==> config.mk <==
export PLATFORM = sky130hd
export DESIGN_NAME = phase_monitor
export DESIGN_NICKNAME = d
export VERILOG_FILES = /design/src/rtl/phase_monitor.sv
export SDC_FILE = /design/constraint.sdc
export NUM_CORES = 1
export LEC_CHECK = 0
export ABC_AREA = 1
export BUFFER_PORTS_ARGS = -buffer_cell sky130_fd_sc_hd__buf_4
export CORE_MARGIN = 2
export CORE_UTILIZATION = 30
export DETAILED_ROUTE_END_ITERATION = 10
export PLACE_DENSITY = 0.55
export SLEW_MARGIN = 20
export SYNTH_ARGS = -nofsm -noshare
export SYNTH_HDL_FRONTEND = slang
export SYNTH_SLANG_ARGS = --single-unit
==> constraint.sdc <==
create_clock -name clk -period 1.8 [get_ports clk]
set_clock_uncertainty 0.05 [all_clocks]
set_input_delay 0.18 -clock clk [delete_from_list [all_inputs] [get_ports clk]]
set_output_delay 0.18 -clock clk [all_outputs]
set_load 0.005 [all_outputs]
==> src/rtl/phase_monitor.sv <==
// Phase-sequence lock monitor: tracks a 0->1->2 phase rotation, reports lock, wraps and errors.
// Optional PHASE_ERRCNT_EN adds the err_cnt port with a saturating error counter.
module phase_monitor #(
    parameter int LOCK_CNT = 3,
    parameter int CYC_W    = 8
) (
    input  logic             clk,
    input  logic             rst,
    input  logic [1:0]       phase,
    input  logic             clr,
    output logic [2:0]       onehot,
    output logic             locked,
    output logic             wrap,
    output logic             err,
    output logic [CYC_W-1:0] cyc_cnt
`ifdef PHASE_ERRCNT_EN
    ,
    output logic [7:0]       err_cnt
`endif
);

    localparam logic [0:0] HUNT   = 1'b0;
    localparam logic [0:0] LOCKED = 1'b1;

    localparam logic [3:0] RUN_LAST = 4'(LOCK_CNT - 1);

    logic [0:0] state;
    logic [3:0] run;
    logic [1:0] prev;
    logic       prev_vld;
    logic [1:0] nxt;
    logic       legal;

    assign nxt    = (prev == 2'd2) ? 2'd0 : prev + 2'd1;
    assign legal  = prev_vld && (prev != 2'd3) && (phase == nxt);
    assign locked = (state == LOCKED);

    always_ff @(posedge clk or negedge rst) begin
        if (!rst) begin
            prev     <= 2'd0;
            prev_vld <= 1'b0;
            onehot   <= 3'b000;
        end else begin
            prev     <= phase;
            prev_vld <= 1'b1;
            onehot   <= (phase == 2'd3) ? 3'b000 : (3'b001 << phase);
        end
    end

    // No legality check until prev holds a real sample.
    always_ff @(posedge clk or negedge rst) begin
        if (!rst) begin
            state <= HUNT;
            run   <= 4'd0;
            wrap  <= 1'b0;
            err   <= 1'b0;
        end else begin
            wrap <= 1'b0;
            err  <= 1'b0;
            if (prev_vld) begin
                if (state == HUNT) begin
                    if (!legal) begin
                        run <= 4'd0;
                    end else if (run == RUN_LAST) begin
                        state <= LOCKED;
                        run   <= 4'd0;
                    end else begin
                        run <= run + 4'd1;
                    end
                end else begin
                    if (!legal) begin
                        state <= HUNT;
                        run   <= 4'd0;
                        err   <= 1'b1;
                    end else if (prev == 2'd2) begin
                        wrap <= 1'b1;
                    end
                end
            end
        end
    end

    always_ff @(posedge clk or negedge rst) begin
        if (!rst) begin
            cyc_cnt <= '0;
        end else if (clr) begin
            cyc_cnt <= '0;
        end else if (wrap && (cyc_cnt != '1)) begin
            cyc_cnt <= cyc_cnt + 1'b1;
        end
    end

`ifdef PHASE_ERRCNT_EN
    always_ff @(posedge clk or negedge rst) begin
        if (!rst) begin
            err_cnt <= 8'd0;
        end else if (clr) begin
            err_cnt <= 8'd0;
        end else if (err && (err_cnt != 8'hff)) begin
            err_cnt <= err_cnt + 8'd1;
        end
    end
`endif

endmodule

Word level (Yosys, flattened, before mapping). Cells that the tools add are included.

Memory bits (writable): 0. Memories kept: 0. Latch bits: 0. Register bits: 21. Bits in read-only memories: 0.

Reduce and logical (&&, ||, !) cells: 5. Eq/ne operators: 7. Div/mod/pow operators: 0. Shift-type cells: 1. Add/subtract/negate cells: 3. Magnitude comparators: 0. $mul: 0. Bitwise logic cells: 0. Multiplexer cells: 19.

Operators with widths (number): $mux W4 (4); $mux W8 (2); $mux W1 (11); $add A8 B1 Y8 const B (1); $ne A8 B8 Y1 const B (1); $add A4 B1 Y4 const B (1); $eq A2 B2 Y1 const B (2); $eq A4 B2 Y1 const B (1); $ne A2 B2 Y1 const B (2); $logic_and A1 B1 Y1 (3); $mux W3 (1); $shl A1 B2 Y3 const A (1); $add A2 B1 Y2 const B (1); $eq A2 B2 Y1 (1); $mux W2 (1); $reduce_and A2 Y1 (1); $reduce_bool A2 Y1 (1).

Logic depth before layout (Yosys ltp). Gate-level depths: netlist of run 1.

Depth in word-level cells: 7. Depth in mapped cells: 9. Mapped depth without buffers: 9.

Worst setup path before layout of run 1. No wires, ideal clock.

Path kind: flip-flop to flip-flop. From: register cyc_cnt[0]. To: register cyc_cnt[5]. Arrival time: 1165 ps. Path slack: 467 ps. Required time: 1632 ps. Clock period less this slack: 1333 ps. Setup time: 118 ps. Buffers on the path: 0. Stages on the path, launching flop included: 10. Cells stage by stage: dfrtp_1 -> ha_1 -> nand2_2 -> nor2_4 -> nand2_2 -> nand2_2 -> nand2_4 -> clkinv_4 -> nand2_1 -> o21ai_2.

Longest elaborated chain between the ends: 3.

RTL lines: start, declared (RTL line 15) `output logic [CYC_W-1:0] cyc_cnt`; start signal, assigned (RTL line 89) `cyc_cnt <= cyc_cnt + 1'b1;`; $add A8 B1 Y8 / $ne A8 B8 Y1 (equally long branches) (RTL line 89, 88); $mux W8 / $logic_and A1 B1 Y1 (equally long branches) (RTL line 88) `end else if (wrap && (cyc_cnt != '1)) begin`; $mux W8 / $reduce_bool A2 Y1 (equally long branches).

Parallel ways exist; a longest one is shown, timed or not. The select of a mux whose other input is x is not followed. A chain may end at the register's enable or synchronous reset.

Worst setup path in the final report of run 1.
From: register cyc_cnt[1]. To: register cyc_cnt[5].

Same word-level chain as after synthesis.

==> metrics.txt, run 1 <==
status finished clean; crit end category flip-flop; area leader, netlist dfrtp_1; first-pass GRT wire length 3590 um; PnR worst setup slack approximately 0.37 ns; Synth Area per Inst around 8.3 um2; Placement Cell Area 1260 um2; Mapped Cells ~130; FP Rows 21; initial antenna violation count 0; die area 4060 um2; final instance area 1320 um2; Commonest cells post-synth nand2_1 (36), dfrtp_1 (21), inv_1 (15); Clock power frac 0.287; r2r endpoint cyc_cnt[5]$_DFFE_PN0P_; antenna viol nets, final 0; Max Root-Sink Buffers 2; pwr dens about 610 nW/um2; htree depth 1; clock buffer count from CTS 3; initial core utilization 0.316; top-area cell type share of the netlist area 0.491; CTS sink cnt 21; crit-path max FO 7; vias in the first global route 892; IO Pins 19; Reg2Reg Depth 9; switching pwr ~0.00020 W; WS Path Type flip-flop to flip-flop; P_leak 0.657 nW; final wirelength 2000 um; Sum Neg Setup Slack 0 ns; final setup violation count 0; part of the Yosys area used for sequential elements 0.491; Top FF cell, synth dfrtp_1; Nets 163; Area Overhead vs Synth 23.6%; CTS tree done; largest net degree at the start of global routing 22; DR vias/cell about 4.4; Die Ht roughly 64 um; Worst Hold Depth 4; Switching Fraction 0.252; Final min period 1.43 ns; destination of the worst hold path cyc_cnt[3]$_DFFE_PN0P_; combinational power share 0.096; max-slew violations 0; Tot Pwr 0.000803 W; Max Clk Rate ~700 MHz; asr flop ratio synth 1.00; worst reg2reg startpoint cyc_cnt[1]$_DFFE_PN0P_; Port Buffer Count 18; grt total ovfl 0; arrival time at the worst endpoint 1.58 ns; Detailed Routing Iterations Pass 1 4; EDFF count, synth 0; FF/Latch Area approximately 530 um2; Post-DP HPWL 1530 um; CTS resizes 0; RSZ-0062 raised after global routing no; Synth Net Count ~140; Filler cells 341; Yosys cell types 23; detailed-route via count 885; Seq pwr share 0.617; footprint of the multi-input gates 480 um2; Hold Crit Class input port to flip-flop; Root Driver clkbuf_4; Total GRT Usage 0.110; total core area between 3000 and 4000 um2; VDD IR max 453 uV; WL/cell 10.0 um; flops & latches, synth 21; Syn. warnings 0; crit start category flip-flop; gp weighted congestion 0.855; ANT cells 0; clock slew at reported path FFs between 0.1 and 0.15 ns; maxcap violations 0; Final Hold Vio Count 0; top cells by area, synth dfrtp_1 (49%), nand2_1 (13%), inv_1 (5.3%); layout cells sized above 1 0.208; Clock Latency Late Sink 0.30 ns; most common cell in the synthesized netlist nand2_1; Final period util 0.796; placed cells between 150 and 200; Place WS 0.389 ns; Synth Cell Area between 1000 and 1500 um2; Worst Path Required between 1.5 and 2 ns; internal power approximately 0.00060 W; non-filler instance count after layout 200; worst hold start clr; drt initial violations between 60 and 70; DIE WIDTH 63.8 um; DR DRC count 0; FF-to-FF setup slack 0.37 ns
-- kinds of logic after synthesis --
logic type / after synthesis / synth area share
and+or+nand+nor: 75 / 0.326
DFF: 21 / 0.491
buffers and inverters: 16 / 0.0607
AOI/OAI and AO/OA: 9 / 0.0514
xor gates and xnor gates: 4 / 0.0327
adders and majority gates: 3 / 0.0351
other: 1 / 0.00350
-- routing by layer --
layer | global-route usage | routed length [um] | up-vias
met5 | 0 | 0 | -
met4 | 0.0489 | 13 | 0
met3 | 0.0158 | 69 | 2
met2 | 0.192 | 923 | 16
met1 | 0.135 | 994 | 407
li1 | - | - | 460
-- worst max path at each step --
| stage | startpoint | endpoint | cells after the start |
|---|---|---|---|
| 6_report | cyc_cnt[1]$_DFFE_PN0P_ | cyc_cnt[5]$_DFFE_PN0P_ | 9 |
| 5_1_grt | run[0]$_DFFE_PN0P_ | run[2]$_DFFE_PN0P_ | 6 |
| 4_1_cts | cyc_cnt[1]$_DFFE_PN0P_ | cyc_cnt[5]$_DFFE_PN0P_ | 9 |
| 3_5_place_dp | cyc_cnt[1]$_DFFE_PN0P_ | cyc_cnt[5]$_DFFE_PN0P_ | 9 |
| 3_3_place_gp | cyc_cnt[1]$_DFFE_PN0P_ | cyc_cnt[5]$_DFFE_PN0P_ | 9 |
| 2_1_floorplan | cyc_cnt[0]$_DFFE_PN0P_ | cyc_cnt[5]$_DFFE_PN0P_ | 9 |
-- cell usage in the layout, fill, tap and decap left out --
cell,n
inv_1,15
nand2_2,3
ha_1,3
a21oi_1,2
o21bai_1,1
nand4_1,3
dfrtp_1,21
xor2_1,2
nand3b_1,2
conb_1,1
xnor2_1,2
buf_4,18
nor2_1,13
nand2_4,1
clkbuf_4,3
o21ai_2,2
nor2_2,1
nand3_1,11
dlygate4sd3_1,3
nor3b_1,1
nor3_1,2
clkinv_4,1
nor2_4,2
o21ai_1,2
nand2_1,36
clkinvlp_4,1
o21ai_0,2
-- through the flow --
stage / util / hold slack (ns)
3_3_place_gp: 0.373 / 0.0329
4_1_cts: 0.391 / 0.0714
5_1_grt: 0.391 / 0.0815
3_5_place_dp: 0.373 / 0.0369
6_report: 0.391 / 0.0919
2_1_floorplan: - / -0.166
-- final cells by class --
cell class | instances | share of cell area
timing repair buffer | 21 | 0.125
inverter | 16 | 0.0491
tap | 46 | 0.0435
clock buffer | 3 | 0.0170
sequential | 21 | 0.397
clock inverter | 1 | 0.00567
multi-input combinational | 92 | 0.363
-- power by group through the flow --
stage / Sequential [W] / Combinational, W / Clock, W
finish: 0.000496 / 0.0000774 / 0.000230
global route: 0.000498 / 0.0000905 / 0.000272
CTS: 0.000495 / 0.0000795 / 0.000247
detailed placement: 0.000504 / 0.0000742 / 0
global placement: 0.000504 / 0.0000724 / 0
floorplan: 0.000503 / 0.0000379 / 0
-- critical path, cell delays in order (launching register included) --
cell and delay, ns:
dfrtp_1 0.45, ha_1 0.22, nand2_2 0.11, nor2_4 0.05
nand2_2 0.07, nand2_2 0.06, nand2_4 0.10, clkinv_4 0.08
nand2_1 0.07, o21ai_2 0.05
-- sequential cells by signal, indices dropped and copies added (netlist names) --
| signal | cells |
|---|---|
| onehot | 3 |
| locked | 1 |
| run | 4 |
| err | 1 |
| wrap | 1 |
| prev_vld | 1 |
| prev | 2 |
| cyc_cnt | 8 |
-- timing repair --
action | CTS | global route
hold endpoints to repair | 26 | 0
setup buffers | 0 | 0
hold buffers | 3 | 0
Power figures use the tool's default switching activity.
==> run 2, diff against run 1 <==
- PLACE_DENSITY: 0.55 -> 0.57
- clock period: 1.8 -> 1.3 ns (I/O delays scaled with it)
==> metrics.txt, run 2 (same netlist as run 1, synthesis figures left out) <==
status finished with violations; failing checks setup timing; first-pass GRT wire length 3780 um; destination of the worst hold path onehot[1]$_DFF_PN0_; register name with the most flops cyc_cnt; Regs by FF count cyc_cnt: 8 flops, run: 4 flops, onehot: 3 flops; Tot Pwr 0.00112 W; grt total ovfl 0; total core area 3390 um2; initial core utilization 0.316; DR DRC count 0; cell at the slowest stage of the critical path dfrtp_1; Post-DP HPWL 1590 um; Max Root-Sink Buffers 2; Placement Cell Area 1320 um2; Seq pwr share 0.613; most frequent cells in the layout nand2_1 (31), buf_4 (29), dfrtp_1 (21); DIE WIDTH 63.8 um; Max Clk Rate roughly 750 MHz; antenna viol nets, final 0; FF-to-FF setup slack -0.03 ns; number of flip-flops in the largest register 8; most used cell, CP nand2_2; drt initial violations 48; GR Util met1 0.152; P_leak 0.726 nW; CTS tree done; Final min period 1.33 ns; clock slew at reported path FFs 0.11 ns; Place WS -0.00986 ns; PnR worst setup slack -0.0295 ns; Die Ht 63.8 um; Nets 174; crit end category flip-flop; detailed-route via count 915; CTS sink cnt 21; Root Driver clkbuf_4; Worst Path Required 1.45 ns; WS Path Type flip-flop to flip-flop; crit start category flip-flop; crit path cell chain ha_2 -> nand2_2 -> nor2_4 -> nand2_2 -> nand2_2 -> nand2_4 -> inv_8 -> o21ai_2; Largest stage delay, worst path 0.38 ns; clock buffer count from CTS 3; die area 4060 um2; worst hold start phase[0]; Hold Crit Class input port to flip-flop; WL/cell a little over 10 um; layout cells sized above 1 0.339; gp weighted congestion between 0.7 and 0.8; Global Route met3 Usage 0.0176; arrival time at the worst endpoint 1.47 ns; pwr dens 765 nW/um2; Reg2Reg Depth 8; worst reg2reg startpoint cyc_cnt[1]$_DFFE_PN0P_; Filler cells 331; most used routing layer met2; Switching Fraction 0.243; RSZ-0062 raised after global routing yes; IO Pins 19; FP Rows 21; r2r endpoint cyc_cnt[7]$_DFFE_PN0P_; htree depth 1; met2 GRT Util 0.197; DR vias/cell 4.34; VDD IR max 446 uV; Worst Hold Depth 3; Final Hold Vio Count 0; Clock power frac 0.267; final instance area 1460 um2; switching pwr between 0.0002 and 0.0003 W; Total GRT Usage 0.118; vias in the first global route approximately 890; ANT cells 0; Area Overhead vs Synth 36.3%; footprint of the multi-input gates roughly 530 um2; maxcap violations 0; largest net degree at the start of global routing 22; crit-path max FO 7; initial antenna violation count 0; Port Buffer Count 18; Sum Neg Setup Slack -0.142 ns; Clock Latency Late Sink 0.29 ns; internal power 0.000846 W; final wirelength 2190 um; Final period util 1.02; final setup violation count 6; FF/Latch Area approximately 530 um2; combinational power share 0.121; most common cell after layout, fill and taps aside nand2_1; max-slew violations 0; Detailed Routing Iterations Pass 1 4
==> run 2: critical path: cells and delay by family (launching register included) <==
kind	cells	cell delay, ns
simple gates	5	0.45
compound gates	1	0.06
fa+ha+maj	1	0.19
buf+inv	1	0.10
flops	1	0.38
==> run 2: final cells by class <==
cell class	count	area share
multi-input cells	92	0.366
flip-flops and latches	21	0.360
repair buffers	32	0.170
inverters	16	0.0463
well taps	46	0.0394
clock buffers	3	0.0154
clock inverters	1	0.00343
==> run 2: layer usage <==
metal / part of all wire / vias to the layer above
met5: 0 / -
li1: - / 481
met2: 0.50 / 16
met1: 0.46 / 416
met4: 0.0055 / 0
met3: 0.038 / 2
==> run 2: stage by stage <==
step | hold WS [ns] | utilization | instances
2_1_floorplan | -0.216 | - | 129
3_3_place_gp | -0.0227 | 0.391 | 200
3_5_place_dp | -0.0191 | 0.391 | 200
4_1_cts | 0.0164 | 0.413 | 209
5_1_grt | 0.0142 | 0.431 | 211
6_report | 0.0303 | 0.431 | 211
==> run 2: what timing repair did <==
item | in CTS | in global routing
setup buffers | 2 | 2
resized for setup | 1 | 13
setup endpoints to repair | 7 | 12
hold buffers | 3 | 0
gates cloned | 0 | 0
pin swaps | 2 | 7
hold endpoints to repair | 26 | 0
==> run 2: worst max-delay path by stage <==
| stage | from | end | cells after the start |
|---|---|---|---|
| finish | cyc_cnt[1]$_DFFE_PN0P_ | cyc_cnt[7]$_DFFE_PN0P_ | 8 |
| global route | cyc_cnt[1]$_DFFE_PN0P_ | cyc_cnt[7]$_DFFE_PN0P_ | 9 |
| CTS | cyc_cnt[0]$_DFFE_PN0P_ | cyc_cnt[4]$_DFFE_PN0P_ | 9 |
| detailed placement | cyc_cnt[1]$_DFFE_PN0P_ | cyc_cnt[4]$_DFFE_PN0P_ | 9 |
| global placement | run[0]$_DFFE_PN0P_ | run[1]$_DFFE_PN0P_ | 6 |
| floorplan | cyc_cnt[1]$_DFFE_PN0P_ | cyc_cnt[5]$_DFFE_PN0P_ | 9 |
==> run 2: power groups by stage <==
| stage | clock, W | combinational (W) | sequential (W) |
|---|---|---|---|
| 4_1_cts | 0.000316 | 0.000119 | 0.000683 |
| 5_1_grt | 0.000351 | 0.000154 | 0.000687 |
| 3_3_place_gp | 0 | 0.000109 | 0.000695 |
| 3_5_place_dp | 0 | 0.000110 | 0.000696 |
| 6_report | 0.000298 | 0.000135 | 0.000684 |
| 2_1_floorplan | 0 | 0.0000533 | 0.000697 |
==> run 3, diff against run 2 <==
- ABC_AREA: 1 -> 0
- CORE_UTILIZATION: 30 -> 48
- PLACE_DENSITY: 0.57 -> 0.8
==> metrics.txt, run 3 <==
Critical Path Stages 4; Top Layer Used met4; synthesized-area fraction occupied by and/or/nand/nor cells 0.262; initial antenna violation count 0; grt total ovfl 0; P_leak ~0.70 nW; FP Rows 16; Synth Area in XOR/XNOR 0.00870; layout cells sized above 1 0.500; flops & latches, synth 21; CTS tree done; VDD IR max 757 uV; crit path cell chain ha_4 -> nand4_1 -> a21oi_2 -> mux2_4; final instance area 1480 um2; first-pass GRT wire length 3900 um; Top FF cell, synth dfrtp_1; drt initial violations 16; Final min period 1.41 ns; area leader, netlist dfrtp_1; vias in the first global route 912; Yosys cell types 36; Nets roughly 140; WS Path Type flip-flop to flip-flop; arrival time at the worst endpoint 1.56 ns; clock buffer count from CTS 3; CP Buf/Inv Count 0; top cells by area, synth dfrtp_1 (52%), ha_1 (3.7%), a21oi_1 (3.5%); IO Pins 19; DR vias/cell about 5.5; Total GRT Usage 0.207; WL/cell 15.1 um; PnR worst setup slack -0.107 ns; crit end category flip-flop; Syn. warnings 0; status finished with violations; Clock Latency Late Sink 0.30 ns; Placement Cell Area 1330 um2; FF/Latch Area approximately 530 um2; RSZ-0062 raised after global routing yes; Adder-Cell Fraction of Synth Area 0.0373; Max Clk Rate 711 MHz; Crit. Startpoint cyc_cnt[0]$_DFFE_PN0P_; crit-path leading delay family flip-flops; Final Hold Vio Count 0; crit start category flip-flop; register name with the most flops cyc_cnt; pwr dens 753 nW/um2; Synth Area in Compound Gates 0.108; most common cell after layout, fill and taps aside buf_4; Die Ht 49.8 um; Synth Area per Inst 11.6 um2; initial core utilization 0.513; DR DRC count 0; worst reg2reg startpoint cyc_cnt[0]$_DFFE_PN0P_; maxcap violations 0; Reg2Reg Depth 4; CTS sink cnt 21; most common cell in the synthesized netlist dfrtp_1; Final period util 1.08; Worst Path Required 1.45 ns; Root Driver clkbuf_4; Largest stage delay, worst path 0.45 ns; Area Overhead vs Synth 47.3%; Detailed Routing Iterations Pass 1 4; Filler cells 147; Synth Net Count 95; ANT cells 0; final wirelength 2370 um; Synth Cell Area 1010 um2; most frequent cells in the layout buf_4 (35), dfrtp_1 (20), nor2_1 (4), a21oi_1 (4); final setup violation count 7; detailed-route via count 866; failing checks setup timing; htree depth 1; r2r endpoint cyc_cnt[4]$_DFFE_PN0P_; DRT met1 WL 947 um; antenna viol nets, final 0; top-area cell type share of the netlist area 0.522; part of the Yosys area used for sequential elements 0.522; Tot Pwr 0.00112 W; EDFF count, synth 0; asr flop ratio synth 1.00; CP Capture Point cyc_cnt[4]$_DFFE_PN0P_; gp weighted congestion 0.800; crit-path max FO 5; number of flip-flops in the largest register 8; met3 wire length roughly 91 um; cell at the slowest stage of the critical path dfrtp_1; Port Buffer Count 18; Hold Crit Class input port to flip-flop; metal2 WL 1290 um; footprint of the multi-input gates 562 um2; Commonest cells post-synth dfrtp_1 (21), a21oi_1 (7), nand3_1 (4), nor2_1 (4); largest net degree at the start of global routing 22; total core area 1960 um2; DIE WIDTH 49.8 um; Regs by FF count cyc_cnt: 8 flops, run: 4 flops, onehot: 3 flops; FF-to-FF setup slack -0.11 ns; Post-DP HPWL 1550 um; die area 2480 um2; Max Root-Sink Buffers 2; max-slew violations 0; clock slew at reported path FFs 0.12 ns; Mapped Cells 87; post-synthesis mux area share 0.0360; largest family of logic cells by synthesized area simple AND/OR/NAND/NOR gates
-- run 3: cell types whose count changed in the layout (fill, tap and decap cells not counted), moves of 3 or more --
cell      change
nand2_1      -29
nor2_4        -3
nor2_1        -7
nand2_2       -7
a21oi_2       +3
buf_4         +6
nand2b_1      +3
nor2b_1       +3
nand3_1       -8
or3_1         +3
buf_6         +3
inv_1        -12
-- run 3: metrics by stage --
step                TNS, ns  setup WS (ns)  std cells  hold slack, ns   util
global placement    -0.0313        -0.0313        148         -0.0251  0.677
global route         -0.703         -0.130        157          0.0235  0.756
floorplan            -0.163        -0.0769         87          -0.216      -
detailed placement   -0.279        -0.0747        148         -0.0198  0.677
CTS                  -0.200        -0.0606        156          0.0154  0.733
finish               -0.285         -0.107        157          0.0286  0.756
-- run 3: logic make-up after synthesis --
family,count (synthesis)
DFF,21
muxes,3
xor gates and xnor gates,1
other,1
adders and majority gates,3
and+or+nand+nor,39
AOI/OAI and AO/OA,15
buffers and inverters,4
-- run 3: where the power goes --
group	total, W	leakage [nW]	switching [W]	internal (W)
Sequential	0.000681	0.280	0.0000113	0.000670
Combinational	0.000128	0.399	0.0000630	0.0000649
Clock	0.000309	0.0177	0.000194	0.000115
-- run 3: final cells by class --
type,instances,area share
clock buffers,3,0.0152
clock inverters,1,0.00337
inverters,2,0.00506
multi-input cells,62,0.379
flip-flops and latches,21,0.355
well taps,27,0.0228
repair buffers,41,0.220
-- run 3: how the worst min path moves through the flow --
stage	startpoint	to	slack (ns)	cells past startpoint
6_report	clr	cyc_cnt[5]$_DFFE_PN0P_	0.03	2
2_1_floorplan	rst	cyc_cnt[0]$_DFFE_PN0P_	-0.22	0
5_1_grt	clr	cyc_cnt[5]$_DFFE_PN0P_	0.02	2
3_3_place_gp	rst	cyc_cnt[4]$_DFFE_PN0P_	-0.03	1
3_5_place_dp	rst	cyc_cnt[4]$_DFFE_PN0P_	-0.02	1
4_1_cts	clr	cyc_cnt[5]$_DFFE_PN0P_	0.02	2
-- run 3: metal layers --
metal / GRT usage / vias up
met5: 0 / -
met4: 0.130 / 0
met3: 0.0273 / 4
met2: 0.358 / 28
met1: 0.241 / 426
li1: - / 408
-- run 3: repair_timing --
| action | CTS | global route |
|---|---|---|
| setup buffers | 3 | 1 |
| hold buffers | 3 | 0 |
| setup endpoints to repair | 9 | 11 |
| hold endpoints to repair | 25 | 0 |
| resized for setup | 9 | 11 |
| pin swaps | 5 | 6 |
